===== src/rtl/pattern_scheduler_if.sv =====
// Host command / status bundle for pattern_scheduler.
// The host drives the master modport and the scheduler implements the slave modport.
interface pattern_scheduler_if #(
  parameter int MODE_W = 2,
  parameter int HOLD_W = 8,
  parameter int DEPTH  = 4
);
  logic                     CMD_VALID;
  logic                     CMD_READY;
  logic [MODE_W-1:0]        CMD_MODE;
  logic [HOLD_W-1:0]        CMD_HOLD;
  logic                     FLUSH;
  logic [MODE_W-1:0]        PAT_MODE;
  logic                     FRAME_TICK;
  logic                     EXHAUSTED;
  logic                     BUSY;
  logic [$clog2(DEPTH):0]   LEVEL;

  modport master (
    output CMD_VALID, CMD_MODE, CMD_HOLD, FLUSH,
    input  CMD_READY, PAT_MODE, FRAME_TICK, EXHAUSTED, BUSY, LEVEL
  );

  modport slave (
    input  CMD_VALID, CMD_MODE, CMD_HOLD, FLUSH,
    output CMD_READY, PAT_MODE, FRAME_TICK, EXHAUSTED, BUSY, LEVEL
  );
endinterface


===== src/rtl/pattern_scheduler.sv =====
// Frame-synchronous test-pattern sequencer: queued {mode, hold} commands are applied on VGA_VS falling edges.
// Optional PATTERN_SCHED_AUTOCYCLE_EN: steps PAT_MODE every AUTO_FRAMES frames while lingering.
module pattern_scheduler #(
  parameter int MODE_W      = 2,
  parameter int HOLD_W      = 8,
  parameter int DEPTH       = 4,
  parameter int AUTO_FRAMES = 60
) (
  input  logic                 CLK,
  input  logic                 RST,
  input  logic                 VGA_VS,
  pattern_scheduler_if.slave   bus
);
  localparam int PTR_W = $clog2(DEPTH);
  localparam int LVL_W = PTR_W + 1;

  localparam logic [1:0] IDLE   = 2'd0;
  localparam logic [1:0] SHOW   = 2'd1;
  localparam logic [1:0] LINGER = 2'd2;

  logic [1:0]        state;
  logic              vs_q;
  logic [HOLD_W-1:0] remain;
  logic [MODE_W-1:0] pat_mode;
  logic              frame_tick;
  logic              exhausted;

  logic [MODE_W-1:0] mode_mem [DEPTH];
  logic [HOLD_W-1:0] hold_mem [DEPTH];
  logic [PTR_W-1:0]  wr_ptr;
  logic [PTR_W-1:0]  rd_ptr;
  logic [LVL_W-1:0]  count;

  logic full;
  logic empty;
  logic fs;
  logic push;
  logic load;

  // Readiness comes from the registered count, so a pop in a full cycle never admits a same-cycle push.
  assign full  = (count == LVL_W'(DEPTH));
  assign empty = (count == '0);
  assign fs    = vs_q & ~VGA_VS;
  assign push  = bus.CMD_VALID && bus.CMD_READY;
  assign load  = fs && !empty && !bus.FLUSH && ((state != SHOW) || (remain == '0));

  assign bus.CMD_READY  = !full && !bus.FLUSH;
  assign bus.PAT_MODE   = pat_mode;
  assign bus.FRAME_TICK = frame_tick;
  assign bus.EXHAUSTED  = exhausted;
  assign bus.BUSY       = (state != IDLE);
  assign bus.LEVEL      = count;

  always_ff @(posedge CLK) begin
    if (RST) begin
      vs_q       <= 1'b1;
      frame_tick <= 1'b0;
    end else begin
      vs_q       <= VGA_VS;
      frame_tick <= fs;
    end
  end

  always_ff @(posedge CLK) begin
    if (RST || bus.FLUSH) begin
      wr_ptr <= '0;
      rd_ptr <= '0;
      count  <= '0;
    end else begin
      if (push) wr_ptr <= wr_ptr + PTR_W'(1);
      if (load) rd_ptr <= rd_ptr + PTR_W'(1);
      count <= count + LVL_W'(push) - LVL_W'(load);
    end
  end

  // NOTE: the command storage has no reset; an entry is only read after it has been written, and leaving it out keeps it in plain RAM.
  always_ff @(posedge CLK) begin
    if (push) begin
      mode_mem[wr_ptr] <= bus.CMD_MODE;
      hold_mem[wr_ptr] <= bus.CMD_HOLD;
    end
  end

`ifdef PATTERN_SCHED_AUTOCYCLE_EN
  localparam int AUTO_W = $clog2(AUTO_FRAMES + 1);
  logic [AUTO_W-1:0] auto_cnt;
`else
  logic unused_auto_cfg;
  assign unused_auto_cfg = ^AUTO_FRAMES;
`endif

  always_ff @(posedge CLK) begin
    if (RST || bus.FLUSH) begin
      state     <= IDLE;
      pat_mode  <= '0;
      remain    <= '0;
      exhausted <= 1'b0;
`ifdef PATTERN_SCHED_AUTOCYCLE_EN
      auto_cnt  <= '0;
`endif
    end else begin
      exhausted <= 1'b0;
      if (load) begin
        state    <= SHOW;
        pat_mode <= mode_mem[rd_ptr];
        remain   <= hold_mem[rd_ptr];
      end else if (fs) begin
        case (state)
          SHOW: begin
            if (remain != '0) begin
              remain <= remain - HOLD_W'(1);
            end else begin
              state     <= LINGER;
              exhausted <= 1'b1;
`ifdef PATTERN_SCHED_AUTOCYCLE_EN
              auto_cnt  <= '0;
`endif
            end
          end
          LINGER: begin
`ifdef PATTERN_SCHED_AUTOCYCLE_EN
            if (auto_cnt == AUTO_W'(AUTO_FRAMES - 1)) begin
              pat_mode <= pat_mode + MODE_W'(1);
              auto_cnt <= '0;
            end else begin
              auto_cnt <= auto_cnt + AUTO_W'(1);
            end
`endif
          end
          IDLE:    ;
          default: state <= IDLE;
        endcase
      end
    end
  end
endmodule


===== src/flat_wrapper.sv =====
// flat-port wrapper written by rule: the top's interface ports become plain ports
module pattern_scheduler_flat 
#(
  parameter int MODE_W      = 2,
  parameter int HOLD_W      = 8,
  parameter int DEPTH       = 4,
  parameter int AUTO_FRAMES = 60
)
  (CLK, RST, VGA_VS, bus_CMD_VALID, bus_CMD_MODE, bus_CMD_HOLD, bus_FLUSH, bus_CMD_READY, bus_PAT_MODE, bus_FRAME_TICK, bus_EXHAUSTED, bus_BUSY, bus_LEVEL);
  pattern_scheduler_if #(.MODE_W(MODE_W), .HOLD_W(HOLD_W), .DEPTH(DEPTH)) bus_i ();
  input  logic CLK;
  input  logic RST;
  input  logic VGA_VS;
  input wire logic [$bits(bus_i.CMD_VALID)-1:0] bus_CMD_VALID;
  input wire logic [$bits(bus_i.CMD_MODE)-1:0] bus_CMD_MODE;
  input wire logic [$bits(bus_i.CMD_HOLD)-1:0] bus_CMD_HOLD;
  input wire logic [$bits(bus_i.FLUSH)-1:0] bus_FLUSH;
  output wire logic [$bits(bus_i.CMD_READY)-1:0] bus_CMD_READY;
  output wire logic [$bits(bus_i.PAT_MODE)-1:0] bus_PAT_MODE;
  output wire logic [$bits(bus_i.FRAME_TICK)-1:0] bus_FRAME_TICK;
  output wire logic [$bits(bus_i.EXHAUSTED)-1:0] bus_EXHAUSTED;
  output wire logic [$bits(bus_i.BUSY)-1:0] bus_BUSY;
  output wire logic [$bits(bus_i.LEVEL)-1:0] bus_LEVEL;
  assign bus_i.CMD_VALID = bus_CMD_VALID;
  assign bus_i.CMD_MODE = bus_CMD_MODE;
  assign bus_i.CMD_HOLD = bus_CMD_HOLD;
  assign bus_i.FLUSH = bus_FLUSH;
  assign bus_CMD_READY = bus_i.CMD_READY;
  assign bus_PAT_MODE = bus_i.PAT_MODE;
  assign bus_FRAME_TICK = bus_i.FRAME_TICK;
  assign bus_EXHAUSTED = bus_i.EXHAUSTED;
  assign bus_BUSY = bus_i.BUSY;
  assign bus_LEVEL = bus_i.LEVEL;
  pattern_scheduler #(.MODE_W(MODE_W), .HOLD_W(HOLD_W), .DEPTH(DEPTH), .AUTO_FRAMES(AUTO_FRAMES)) u_core (.CLK(CLK), .RST(RST), .VGA_VS(VGA_VS), .bus(bus_i));
endmodule

===== config.mk =====
export PLATFORM = sky130hd
export DESIGN_NAME = pattern_scheduler_flat
export DESIGN_NICKNAME = d
export VERILOG_FILES = /design/src/rtl/pattern_scheduler_if.sv /design/src/rtl/pattern_scheduler.sv /design/src/flat_wrapper.sv
export SDC_FILE = /design/constraint.sdc
export NUM_CORES = 1
export LEC_CHECK = 0
export ABC_AREA = 1
export BUFFER_PORTS_ARGS = -buffer_cell sky130_fd_sc_hd__clkbuf_2
export CAP_MARGIN = 20
export CELL_PAD_IN_SITES_DETAIL_PLACEMENT = 1
export CELL_PAD_IN_SITES_GLOBAL_PLACEMENT = 1
export CORE_ASPECT_RATIO = 1.75
export CORE_UTILIZATION = 46
export DETAILED_ROUTE_END_ITERATION = 16
export PLACE_DENSITY_LB_ADDON = 0.1
export SETUP_SLACK_MARGIN = 0.2
export SLEW_MARGIN = 25
export SYNTH_ARGS = -nofsm -noshare
export SYNTH_HDL_FRONTEND = slang
export SYNTH_SLANG_ARGS = --single-unit

===== constraint.sdc =====
create_clock -name CLK -period 3.2 [get_ports CLK]
set_input_delay 0.16 -clock CLK [delete_from_list [all_inputs] [get_ports CLK]]
set_output_delay 0.16 -clock CLK [all_outputs]
set_load 0.01 [all_outputs]

---- Yosys cells after proc, flatten, opt, wreduce, memory -nomap -nowiden ----
Memories as Yosys holds them, arrays and structs flattened. A register that Yosys moved wholly into a read port is not among the register bits.
Index checks and enable logic that the tools add are counted.
word-level totals
  bits of input ports ..................... 15
  RAM bits ................................ 40
  output and inout bits ................... 9
  memories kept ........................... 2
  logic and storage cells ................. 65
  register bits after elaboration ......... 20
operators by class
  mux-type cells .......................... 13
  bitwise gates (word level) .............. 5
  reductions and logical operators ........ 24
  add/subtract/negate cells ............... 5
  equality and inequality tests ........... 7
memory list
  memory           words  bits a word  read ports  clocked after memory_dff  wr ports  line                     source
  u_core.hold_mem  4      8            1           1                         1         pattern_scheduler.sv:29  logic [HOLD_W-1:0] hold_mem [DEPTH];
  u_core.mode_mem  4      2            1           1                         1         pattern_scheduler.sv:28  logic [MODE_W-1:0] mode_mem [DEPTH];
operators by type and width
  cell                                               number
  2-to-1 mux 8 bit                                   4
  AND reduction 3 bit                                3
  logical NOT 8 bit                                  1
  nonzero test 2 bit                                 4
  nonzero test 8 bit                                 1
  subtractor 8 x 1 -> 8 bit (second input constant)  1
  2-to-1 mux 2 bit                                   3
  logical AND 1 bit                                  5
  2-to-1 mux 1 bit                                   5
  adder 2 x 1 -> 2 bit (second input constant)       2
  != test 2 x 1 -> 1 bit (second input constant)     2
  NOT 1 bit                                          4
  one-hot mux 2 bit (2 select lines)                 1
  OR reduction 2 bit                                 2
  OR reduction 4 bit                                 1
  adder 3 x 1 -> 3 bit                               1
  == test 3 bit (second input constant)              1
  logical NOT 1 bit                                  3
  logical NOT 3 bit                                  1
  != test 3 x 2 -> 1 bit (second input constant)     1
  subtractor 3 x 1 -> 3 bit                          1
  == test 2 x 1 -> 1 bit (second input constant)     1
  == test 2 bit (second input constant)              1
  logical NOT 2 bit                                  1
  other kinds (3)                                    4

---- Logic depth before layout (Yosys ltp) ----
  depth after elaboration ................. 7
  depth in mapped cells ................... 15
  depth with buffers taken out ............ 14

---- Least setup slack after synthesis ----
Ideal clock, no wire load.
  path type ............................... register to register
  from .................................... register u_core.remain[0]
  to ...................................... register u_core.count[2], in the netlist u_core.bus.LEVEL[2]
  path buffers ............................ 1
  data required time ...................... 3.075 ns
  stages on the path, launching flop included .. 16
  clock period less this slack ............ 2.380 ns
  setup slack ............................. 0.820 ns
  arrival ................................. 2.255 ns
  path through ............................ dfxtp_1 -> inv_1 -> ha_1 -> nand2_1 -> nor2_4 -> nor2_2 -> nor2_4 -> buf_6 -> ha_1 -> inv_1 -> ha_1 -> inv_1 -> fa_1 -> xor2_1 -> o21ai_0 -> a21oi_1
between the ends
  cells in the longest elaborated chain, start to end .. 4
ends and longest elaborated chain
  item                       line                      source
  start: declaration         pattern_scheduler.sv:23   logic [HOLD_W-1:0] remain;
  start signal: assignment   pattern_scheduler.sv:106  remain <= hold_mem[rd_ptr];
  start signal: assignment   pattern_scheduler.sv:111  remain <= remain - HOLD_W'(1);
  logical NOT 8 bit          pattern_scheduler.sv:45   assign load = fs && !empty && !bus.FLUSH && ((state != SHOW) || (remain == '0));
  logical OR 1 bit           pattern_scheduler.sv:45
  logical AND 1 bit          pattern_scheduler.sv:45
  net u_core.load            pattern_scheduler.sv:38   logic load;
  subtractor 3 x 1 -> 3 bit  pattern_scheduler.sv:72   count <= count + LVL_W'(push) - LVL_W'(load);
  end signal: assignment     pattern_scheduler.sv:72
  end: declaration           pattern_scheduler.sv:32   logic [LVL_W-1:0] count;
The timed path passes the listed nets, and every way through them passes these cells.
A chain may end at the register's enable or synchronous reset.

---- Worst setup path in the final report ----
  from .................................... register u_core.remain[0]
  to ...................................... register u_core.count[2], in the netlist u_core.bus.LEVEL[2]
between the ends
  cells in the longest elaborated chain, start to end .. 4
ends and longest elaborated chain
  item                       line
  logical NOT 8 bit          pattern_scheduler.sv:45
  logical OR 1 bit           pattern_scheduler.sv:45
  logical AND 1 bit          pattern_scheduler.sv:45
  subtractor 3 x 1 -> 3 bit  pattern_scheduler.sv:72
No other way between the ends.

==> key figures <==
Worst setup path
  • Flop2flop setup slack: 0.83 ns
  • CP arrival: 2.60 ns
  • Worst r2r src: u_core.remain[0]
  • Worst setup SP type: register
  • Worst setup path startpoint: u_core.remain[0]
  • R2R cell count: 14
  • R2r endpoint: u_core.bus.LEVEL[2]
  • Worst Path Required: about 3.4 ns
  • CP endpoint kind: register
  • Worst-path maximum fanout: 5
  • CP Class: register to register

Placement
  • Port bufs: 23
  • Gp weighted congestion: slightly above 0.7
  • Post-DP HPWL: ~4300 µm

Global route
  • Largest net degree at the start of global routing: 18
  • GRT overflow: 0
  • First-pass GRT wire length: a little under 10000 µm
  • Initial antenna violation count: 0
  • Total GRT Usage: 0.2100
  • Vias in the first global route: approximately 2200

STA
  • Maximum clock rate: 422.1 MHz
  • Final Cycle Share: 0.7404
  • Final Max Tran Viols: 0
  • Final Hold Viols: 0
  • Relative slew slack: 0.4600
  • Worst-Margin Slew: 0.8046 ns
  • Finish-stage setup viols: 0
  • RSZ-0062 raised after global routing: no
  • Setup TNS: 0 ns
  • Fin crit period: 2.369 ns
  • Worst Skew: around 0.0044 ns

Route
  • Detailed Routing Iterations Pass 1: 4
  • Drt via density: ~5
  • Post-Route WL: about 5900 µm
  • First DRT Iteration DRCs: a little under 60
  • Vias post-DR: ~2100
  • Drt drc: 0
  • Drt wl/cell: approximately 14 µm
  • Final ANT Viol Nets: 0

Outcome
  • Outcome: finished clean

Finish
  • Area growth, synth to finish: 15.00%
  • Fillers: approximately 730
  • Nets: 356
  • Commonest cells after routing, fill and taps aside: 48 x nand2_1, 47 x nor2_1, 40 x inv_1, 40 x edfxtp_1, 30 x o21ai_0
  • Antenna Cells: 0
  • Commonest non-fill, non-tap cell in the layout: nand2_1
  • Share of cells above drive strength 1: 0.1721

Clock tree
  • Clock root cell: clkbuf_8
  • H-Tree Level Count: 3
  • Clock sinks: 64
  • CTS clk-pin slew, worst paths: about 0.070 ns
  • Cts-stage hold buffer count: 0
  • CTS tree: yes
  • Post-CTS resize count: 0
  • Worst-Skew Late Latency: 0.34 ns
  • Cts bufs inserted: 9
  • Postcts setup bufs: 0
  • Clk buf depth: 2

Synth
  • Syn Std Cell Area: about 2800 µm²
  • Post-Synth XOR/XNOR Area: 0.009239
  • Yosys Warn Count: 0
  • Mux cell area share after synthesis: 0
  • Flip-flop and latch count after synthesis: 64
  • Gate Count Post-Synth: about 300
  • Post-synthesis area per instance: 9.544 µm²
  • Adder-cell share of the synthesized area: 0.04223
  • Simple-Gate Fraction of Synth Area: 0.1879
  • Sequential element share of the synthesized area: 0.5913
  • Post-synthesis compound-gate area fraction: 0.09943
  • Mapped Nets: 322
  • Unique cell type count in the Yosys netlist: 26
  • Largest family of logic cells by synthesized area: simple AND/OR/NAND/NOR gates

Die
  • Initial Util: 0.4799
  • Die Y: about 110 µm
  • # rows: 37
  • DIE AREA: around 6500 µm²
  • I/O pin total: 24
  • Core area: ~5900 µm²
  • Die Width: roughly 61 µm

Worst hold path
  • Hold Startpoint: bus_CMD_HOLD[1]
  • HP Class: input pin to register
  • Hold Path Cell Cnt: 1
  • Hold Path Sink: u_core.hold_mem[0][1]

Power
  • Largest vdd supply drop: 332.2 µV
  • Pwr per Cell Area: 524.6 nW/µm²
  • Pwr Total: about 0.0017 W
  • LEAKAGE: 1.370 nW

Run
  • MaxCap Viol Count: 0
[synth_stat cells]
library cell / number / area [µm²]
o21ai_1: 2 / 10.01
ha_1: 8 / 100.1
a21oi_1: 10 / 50.05
nand4_1: 3 / 18.77
or2_2: 2 / 12.51
nand2_1: 48 / 180.2
o22ai_1: 8 / 50.05
a21boi_0: 1 / 7.510
xor2_1: 3 / 26.28
nor2_4: 4 / 45.04
buf_2: 3 / 15.01
o21ai_0: 30 / 150.1
nand3b_1: 1 / 7.510
a31oi_1: 1 / 6.260
clkbuf_1: 1 / 3.750
nor2_1: 47 / 176.4
buf_4: 1 / 7.510
edfxtp_1: 40 / 1201
nor2_2: 5 / 31.28
inv_1: 40 / 150.1
o21ai_2: 1 / 8.760
nand3_1: 10 / 50.05
fa_1: 1 / 20.02
buf_6: 2 / 22.52
nand2_2: 2 / 12.51
dfxtp_1: 24 / 480.5
[worst max path at each step]
stage / endpoint / slack, ns / cells past startpoint
after floorplan: u_core.bus.LEVEL[2] / 0.82 / 15
after global placement: u_core.bus.LEVEL[2] / 0.88 / 14
after detailed placement: u_core.bus.LEVEL[2] / 0.80 / 14
after CTS: u_core.bus.LEVEL[2] / 0.81 / 14
after global routing: u_core.bus.LEVEL[2] / 0.68 / 14
final: u_core.bus.LEVEL[2] / 0.83 / 14
[per-stage QoR]
step	hold slack, ns	setup slack [ns]	utilization	cells	cell area [µm²]
after detailed placement	0.3794	0.8013	0.5165	399	3060
after floorplan	0.2589	0.8197	-	298	2844
after global placement	0.3700	0.8849	0.5165	399	3060
after global routing	0.01606	0.6780	0.5519	415	3271
final	0.03408	0.8308	0.5519	415	3271
after CTS	0.01887	0.8102	0.5519	415	3271
[registers in the layout (all words and copies together), names as in the netlist, named ones only]
name                   count
u_core.rd_ptr              2
u_core.state               2
u_core.bus.EXHAUSTED       1
u_core.vs_q                1
u_core.bus.LEVEL           3
u_core.remain              8
u_core.hold_mem           32
u_core.bus.FRAME_TICK      1
u_core.mode_mem            8
u_core.bus.PAT_MODE        2
u_core.wr_ptr              2
[routing by layer]
| metal | global-route usage | part of all wire | routed length, µm | up-vias |
|---|---|---|---|---|
| met2 | 0.3719 | 0.56 | 3247 | 28 |
| li1 | - | - | - | 1050 |
| met1 | 0.2177 | 0.39 | 2262 | 999 |
| met5 | 0 | 0 | 0 | - |
| met3 | 0.05109 | 0.025 | 147 | 13 |
| met4 | 0.1063 | 0.033 | 193 | 0 |
[power breakdown]
group	internal (W)	switching [W]	total, W
Sequential	0.000890	0.00000515	0.000895
Clock	0.000436	0.000301	0.000737
Combinational	0.0000299	0.0000536	0.0000835
[worst max-delay path: stages (launching register included)]
cell and delay (ns):
dfxtp_1 0.34, inv_1 0.09, ha_1 0.21, nand2_1 0.14
nor2_4 0.07, nor2_2 0.14, nor2_4 0.05, ha_1 0.26
inv_1 0.05, ha_1 0.12, inv_1 0.04, fa_1 0.37
xor2_1 0.16, o21ai_0 0.16, a21oi_1 0.06
[cell type report]
| type | instances | area (µm²) | area share |
|---|---|---|---|
| Clock inverter | 6 | 82.58 | 0.02525 |
| Tap cell | 78 | 97.59 | 0.02984 |
| Sequential cell | 64 | 1682 | 0.5142 |
| Clock buffer | 10 | 127.6 | 0.03902 |
| Multi-Input combinational cell | 187 | 963.4 | 0.2946 |
| Timing Repair Buffer | 30 | 167.7 | 0.05126 |
| Inverter | 40 | 150.1 | 0.04591 |
[cells by family (layout without fill, tap and decap cells)]
| logic type | Yosys count | count (layout) |
|---|---|---|
| and+or+nand+nor | 122 | 122 |
| AOI/OAI and AO/OA | 53 | 53 |
| DFF | 64 | 64 |
| adders and majority gates | 9 | 9 |
| buffers and inverters | 47 | 86 |
| xor gates and xnor gates | 3 | 3 |
Power figures use the tool's default switching activity.
